[config.mk]
export PLATFORM = sky130hd
export DESIGN_NAME = modadd_tree_acc
export DESIGN_NICKNAME = d
export VERILOG_FILES = /design/src/rtl/pasta_pkg.sv /design/src/rtl/modadd_reg.sv /design/src/rtl/modadd_tree_acc.sv
export SDC_FILE = /design/constraint.sdc
export NUM_CORES = 2
export LEC_CHECK = 0
export ABC_CLOCK_PERIOD_IN_PS = 9600
export CORE_AREA = 5 5 413 415
export CTS_CLUSTER_DIAMETER = 120
export DETAILED_ROUTE_END_ITERATION = 8
export DIE_AREA = 0 0 418 420
export HOLD_SLACK_MARGIN = 0.08
export PLACE_DENSITY = 0.74
export SLEW_MARGIN = 20
export SYNTH_ARGS = -nofsm -noshare
export SYNTH_HDL_FRONTEND = slang
export SYNTH_SLANG_ARGS = --single-unit
[constraint.sdc]
create_clock -name clk -period 9.6 [get_ports clk]
set_input_delay 1.92 -clock clk [delete_from_list [all_inputs] [get_ports clk]]
set_output_delay 1.92 -clock clk [all_outputs]
set_load 0.02 [all_outputs]
[src/rtl/pasta_pkg.sv]
// Shared PASTA datapath definitions: residue width, modulus, state size and the
// combinational modular adder used by every stage that sums residues.
package pasta_pkg;

  localparam int BITLEN  = 17;
  localparam int Q       = 65537;
  localparam int PASTA_S = 32;

  typedef logic [BITLEN-1:0] residue_t;

  localparam logic [BITLEN:0] Q_EXT = (BITLEN + 1)'(Q);

  // One carry bit of headroom, then a single conditional subtract of Q.
  function automatic residue_t modadd(input residue_t a, input residue_t b);
    logic [BITLEN:0] s;
    s = {1'b0, a} + {1'b0, b};
    if (s >= Q_EXT) begin
      modadd = residue_t'(s - Q_EXT);
    end else begin
      modadd = residue_t'(s);
    end
  endfunction

endpackage

[src/rtl/modadd_reg.sv]
// One reduction-tree node: modular add of two residues, registered together with
// the beat's valid and last qualifiers.
module modadd_reg
  import pasta_pkg::*;
(
  input  logic     clk,
  input  logic     rst_n,
  input  logic     in_valid,
  input  logic     in_last,
  input  residue_t a,
  input  residue_t b,
  output logic     out_valid,
  output logic     out_last,
  output residue_t out_data
);

  // Node register; data is captured every cycle, only valid/last qualify it.
  always_ff @(posedge clk) begin
    if (!rst_n) begin
      out_valid <= 1'b0;
      out_last  <= 1'b0;
      out_data  <= '0;
    end else begin
      out_valid <= in_valid;
      out_last  <= in_valid & in_last;
      out_data  <= modadd(a, b);
    end
  end

endmodule

[src/rtl/modadd_tree_acc.sv]
// Registered input stage, LANES-input pipelined modular adder tree and a beat
// accumulator that emits one coefficient sum mod Q per last beat.
module modadd_tree_acc
  import pasta_pkg::*;
#(
  parameter int BITLEN = 17,
  parameter int Q      = 65537,
  parameter int LANES  = 32,
  parameter int CNT_W  = 8
) (
  input  logic                    clk,
  input  logic                    rst_n,
  input  logic                    in_valid,
  input  logic                    in_last,
  input  logic [BITLEN*LANES-1:0] in_data,
  output logic                    out_valid,
  output logic [BITLEN-1:0]       out_data,
  output logic [CNT_W-1:0]        out_beats,
  output logic                    in_err
);

  localparam int NODES = 2 * LANES;

  // Heap-ordered tree: node n sums children 2n and 2n+1, leaves sit at LANES..NODES-1.
  logic [BITLEN-1:0] node_data  [1:NODES-1];
  logic              node_valid [1:NODES-1];
  logic              node_last  [1:NODES-1];

  logic [BITLEN-1:0] lane_r [LANES];
  logic              vld_r;
  logic              lst_r;
  logic              bad_s;

  logic [BITLEN-1:0] acc_r;
  logic [CNT_W-1:0]  cnt_r;
  logic [BITLEN-1:0] acc_sum_s;
  logic [CNT_W-1:0]  cnt_inc_s;

  // Flags any lane outside 0..Q-1 on the incoming beat.
  always_comb begin
    bad_s = 1'b0;
    for (int i = 0; i < LANES; i++) begin
      bad_s = bad_s | (in_data[i*BITLEN +: BITLEN] >= BITLEN'(Q));
    end
  end

  // Input register stage feeding the tree leaves.
  always_ff @(posedge clk) begin
    if (!rst_n) begin
      vld_r <= 1'b0;
      lst_r <= 1'b0;
      for (int i = 0; i < LANES; i++) begin
        lane_r[i] <= '0;
      end
    end else begin
      vld_r <= in_valid;
      lst_r <= in_valid & in_last;
      for (int i = 0; i < LANES; i++) begin
        lane_r[i] <= in_data[i*BITLEN +: BITLEN];
      end
    end
  end

  for (genvar i = 0; i < LANES; i++) begin : g_leaf
    assign node_data[LANES+i]  = lane_r[i];
    assign node_valid[LANES+i] = vld_r;
    assign node_last[LANES+i]  = lst_r;
  end

  for (genvar n = 1; n < LANES; n++) begin : g_node
    modadd_reg u_add (
      .clk      (clk),
      .rst_n    (rst_n),
      .in_valid (node_valid[2*n] & node_valid[2*n+1]),
      .in_last  (node_last[2*n] & node_last[2*n+1]),
      .a        (node_data[2*n]),
      .b        (node_data[2*n+1]),
      .out_valid(node_valid[n]),
      .out_last (node_last[n]),
      .out_data (node_data[n])
    );
  end

  assign acc_sum_s = modadd(acc_r, node_data[1]);
  assign cnt_inc_s = cnt_r + CNT_W'(1);

  // Accumulator, result register and sticky contract-violation flag.
  always_ff @(posedge clk) begin
    if (!rst_n) begin
      acc_r     <= '0;
      cnt_r     <= '0;
      out_valid <= 1'b0;
      out_data  <= '0;
      out_beats <= '0;
      in_err    <= 1'b0;
    end else begin
      in_err    <= in_err | (in_valid & bad_s);
      out_valid <= 1'b0;
      if (node_valid[1]) begin
        if (node_last[1]) begin
          out_data  <= acc_sum_s;
          out_beats <= cnt_inc_s;
          out_valid <= 1'b1;
          acc_r     <= '0;
          cnt_r     <= '0;
        end else begin
          acc_r <= acc_sum_s;
          cnt_r <= cnt_inc_s;
        end
      end else begin
        acc_r <= acc_r;
        cnt_r <= cnt_r;
      end
    end
  end

endmodule

==> impl_metrics.py <==
metrics = {
    "layout": {
        "seqCellArea_um2": 22700,
        "postLayoutCellArea_um2": 86000,
        "area_growth_pct": 15.8,
        "finalNetCount": 10438,
        "fillers": 15341,
        "drive_gt1_share_pct": 5.34,
        "multi_input_area_um2": 49500,
    },
    "synthesis": {
        "synth_flop_cell": "dfxtp_1",
        "yosysTopAreaCell": "dfxtp_1",
        "synth_edf_count": 0,
        "synth_seq_cells": 1135,
        "syn-num-nets": 10015,
        "ys_warn_count": 0,
        "netlist_top_cells_count": "1135 x dfxtp_1, 734 x nor2_1, 634 x and2_1",
        "yosysSeqAreaShare_pct": 30.6,
        "synth.most_common_cell": "dfxtp_1",
        "syn_area_um2": 74300,
        "avgSynthCellArea_um2": 8.41,
        "synthCells": 8826,
        "yosysUniqueCellTypes": 114,
        "synthArstFlopShare_pct": 0,
        "synth_top_area_share_pct": 30.6,
        "synth_area_leaders": "dfxtp_1 31%, ha_1 10%, and2_1 5.3%, xnor2_1 4.0%, nor2_1 3.7%",
    },
    "critical_path": {
        "path_cells": "ha_1, fa_1, a211o_1, a21oi_1, a2111oi_0, or3_1, a2111oi_0, nand3_1, o41ai_2, a21oi_1, and4b_1, nor3_1",
        "worstPathArrival_ps": 5630,
        "cp_slowest_cell": "nor3_1",
        "crit_type": "register to register",
        "worstPathRequired_ps": 10140,
        "critical-path-max-stage-delay_ps": 630,
        "r2r_cells": 12,
        "cp_max_fo": 5,
        "worstSetupStartpointType": "register",
        "cp-end-kind": "register",
    },
    "cts": {
        "cts_resized": 0,
        "clk_path_buf_depth": 3,
        "cts_tree": "done",
        "cts.sinks": 1135,
        "hold_buffers": 0,
        "cts_setup_buffers": 0,
        "clockRootBuffer": "clkbuf_16",
        "numCtsBuffers": 120,
        "clk_pin_slew_ps": 60,
        "clk_latency_ps": 770,
        "htree_levels": 3,
    },
    "timing": {
        "slew_headroom_pct": 25.9,
        "worst_slack_ps": 4510,
        "finClkSkew_ps": 57.5,
        "finalMaxSlewViolations": 0,
        "fin_setup_tns_ps": 0,
        "max_freq_mhz": 197,
        "tightest_slew_ps": 1110,
        "hold_violations": 0,
        "fin_crit_sh_pct": 53.0,
        "layout_min_cycle_time_ps": 5090,
        "final-setup-viol-count": 0,
        "rsz0062_at_grt": "no",
    },
    "detailed_routing": {
        "vias": 67262,
        "wl_per_cell_um": 18.4,
        "ant_nets": 0,
        "first_pass_iters": 6,
        "drt_wl_total_mm": 213,
        "drc": 0,
        "routed_via_density": 5.82,
        "drt_iter0_markers": 4991,
    },
    "flow_run": {
        "cap_violations": 0,
    },
    "power_and_ir_drop": {
        "p_comb_share_pct": 37.2,
        "seqPwrFrac_pct": 33.7,
        "internal-power_mw": 10.4,
        "power.density_nw_per_um2": 190,
        "p_sw_mw": 5.96,
        "switching_share_pct": 36.4,
        "ir_worst_vdd_mv": 0.152,
        "power.share.clock_pct": 29.1,
        "leakagePower_nw": 35.4,
    },
    "die": {
        "ios": 575,
        "rows": 150,
        "dieArea_um2": 176000,
        "core_um2": 166000,
        "die_w_um": 418,
        "start_util_pct": 44.7,
        "die_h_um": 420,
    },
    "min_path": {
        "holdPathStages": 1,
        "hold_path_class": "register to register",
    },
    "placed_design": {
        "dp_hpwl_mm": 170,
        "place_area_um2": 81800,
        "port_buffers": 574,
        "place_worst_setup_slack_ps": 3750,
        "gp_congestion": 0.939,
    },
    "global_routing": {
        "grt_pass1_wl_mm": 337,
        "antenna_found_initial": 20,
        "grt_pass1_vias": 64349,
        "grt_remaining_overflow": 0,
        "track_usage_pct": 23.2,
        "grt_max_degree": 171,
    },
    "status": {
        "outcome": "finished, final reports clean",
    },
}
critical path: cells and delay by family (launching register included):
family                     cells  cell delay, ps
AOI/OAI and AO/OA              6            2200
adders and majority gates      2             670
DFF                            1             300
and+or+nand+nor                4            1690
cell usage in the layout, fill, tap and decap left out, types with 195 or more instances in the layout:
cell             instances
nor2_1                 734
nor3_1                 220
nand2_1                524
xor2_1                 203
o21ai_0                380
and2_1                 634
nor4_1                 195
a21oi_1                544
inv_1                  258
dfxtp_1               1135
xnor2_1                343
ha_1                   609
clkdlybuf4s50_1        573
nand3_1                232
a21o_1                 241
area by class of cell:
type,count,share of cell area [%]
sequential,1135,26.4
inverter,259,1.14
tap,2204,3.21
clock inverter,71,1.02
timing repair buffer,599,6.92
clock buffer,143,3.75
multi-input combinational,7134,57.5
antenna,11,0.0320
per-stage QoR:
stage	std cells	utilization (%)	hold slack (ps)	power (mW)
after floorplan	8826	-	428	9.99
after global placement	11329	49.2	438	11.4
after detailed placement	11331	49.2	439	11.6
after CTS	11545	51.7	403	16.4
after global routing	11548	51.7	436	17.4
final	11556	51.7	420	16.4
registers in the layout, summed over array words and instances (netlist names):
name / count
cnt_r: 8
lane_r: 544
acc_r: 17
vld_r: 1
out_valid: 1
g_node.u_add.out_data: 527
lst_r: 1
out_beats: 8
g_node.u_add.out_valid: 5
in_err: 1
out_data: 17
g_node.u_add.out_last: 5
metal layers:
metal / wire (µm) / track usage (%) / vias up
li1: - / - / 33531
met1: 94500 / 30.0 / 31603
met2: 99200 / 39.4 / 1776
met3: 11500 / 3.43 / 344
met4: 7540 / 7.97 / 8
met5: 55 / 0 / -
cell families (layout without fill, tap and decap cells):
| group | count (synthesis) | in the layout | share of synthesized area (%) |
|---|---|---|---|
| and+or+nand+nor | 3394 | 3394 | 24.5 |
| adders and majority gates | 641 | 641 | 11.1 |
| other | 0 | 11 | 0 |
| muxes | 93 | 93 | 1.29 |
| AOI/OAI and AO/OA | 2460 | 2460 | 23.2 |
| DFF | 1135 | 1135 | 30.6 |
| buffers and inverters | 557 | 1072 | 2.88 |
| xor gates and xnor gates | 546 | 546 | 6.44 |
power by group through the flow:
stage | registers [mW] | logic (mW) | clock network (mW)
2_1_floorplan | 5.48 | 4.51 | 0
3_3_place_gp | 5.62 | 5.82 | 0
6_report | 5.52 | 6.08 | 4.77
4_1_cts | 5.52 | 6.00 | 4.88
5_1_grt | 5.56 | 6.75 | 5.07
3_5_place_dp | 5.62 | 5.95 | 0
path summary, 6_finish.rpt:
path	start	to	slack, ps
max	lane_r[0][119]	g_node[19].u_add.out_data[14]	4510
min reg2reg	g_node[15].u_add.out_valid	g_node[7].u_add.out_valid	420
min	g_node[15].u_add.out_valid	g_node[7].u_add.out_valid	420
max reg2reg	lane_r[0][119]	g_node[19].u_add.out_data[14]	4510
(Power assumes the default switching activity.)
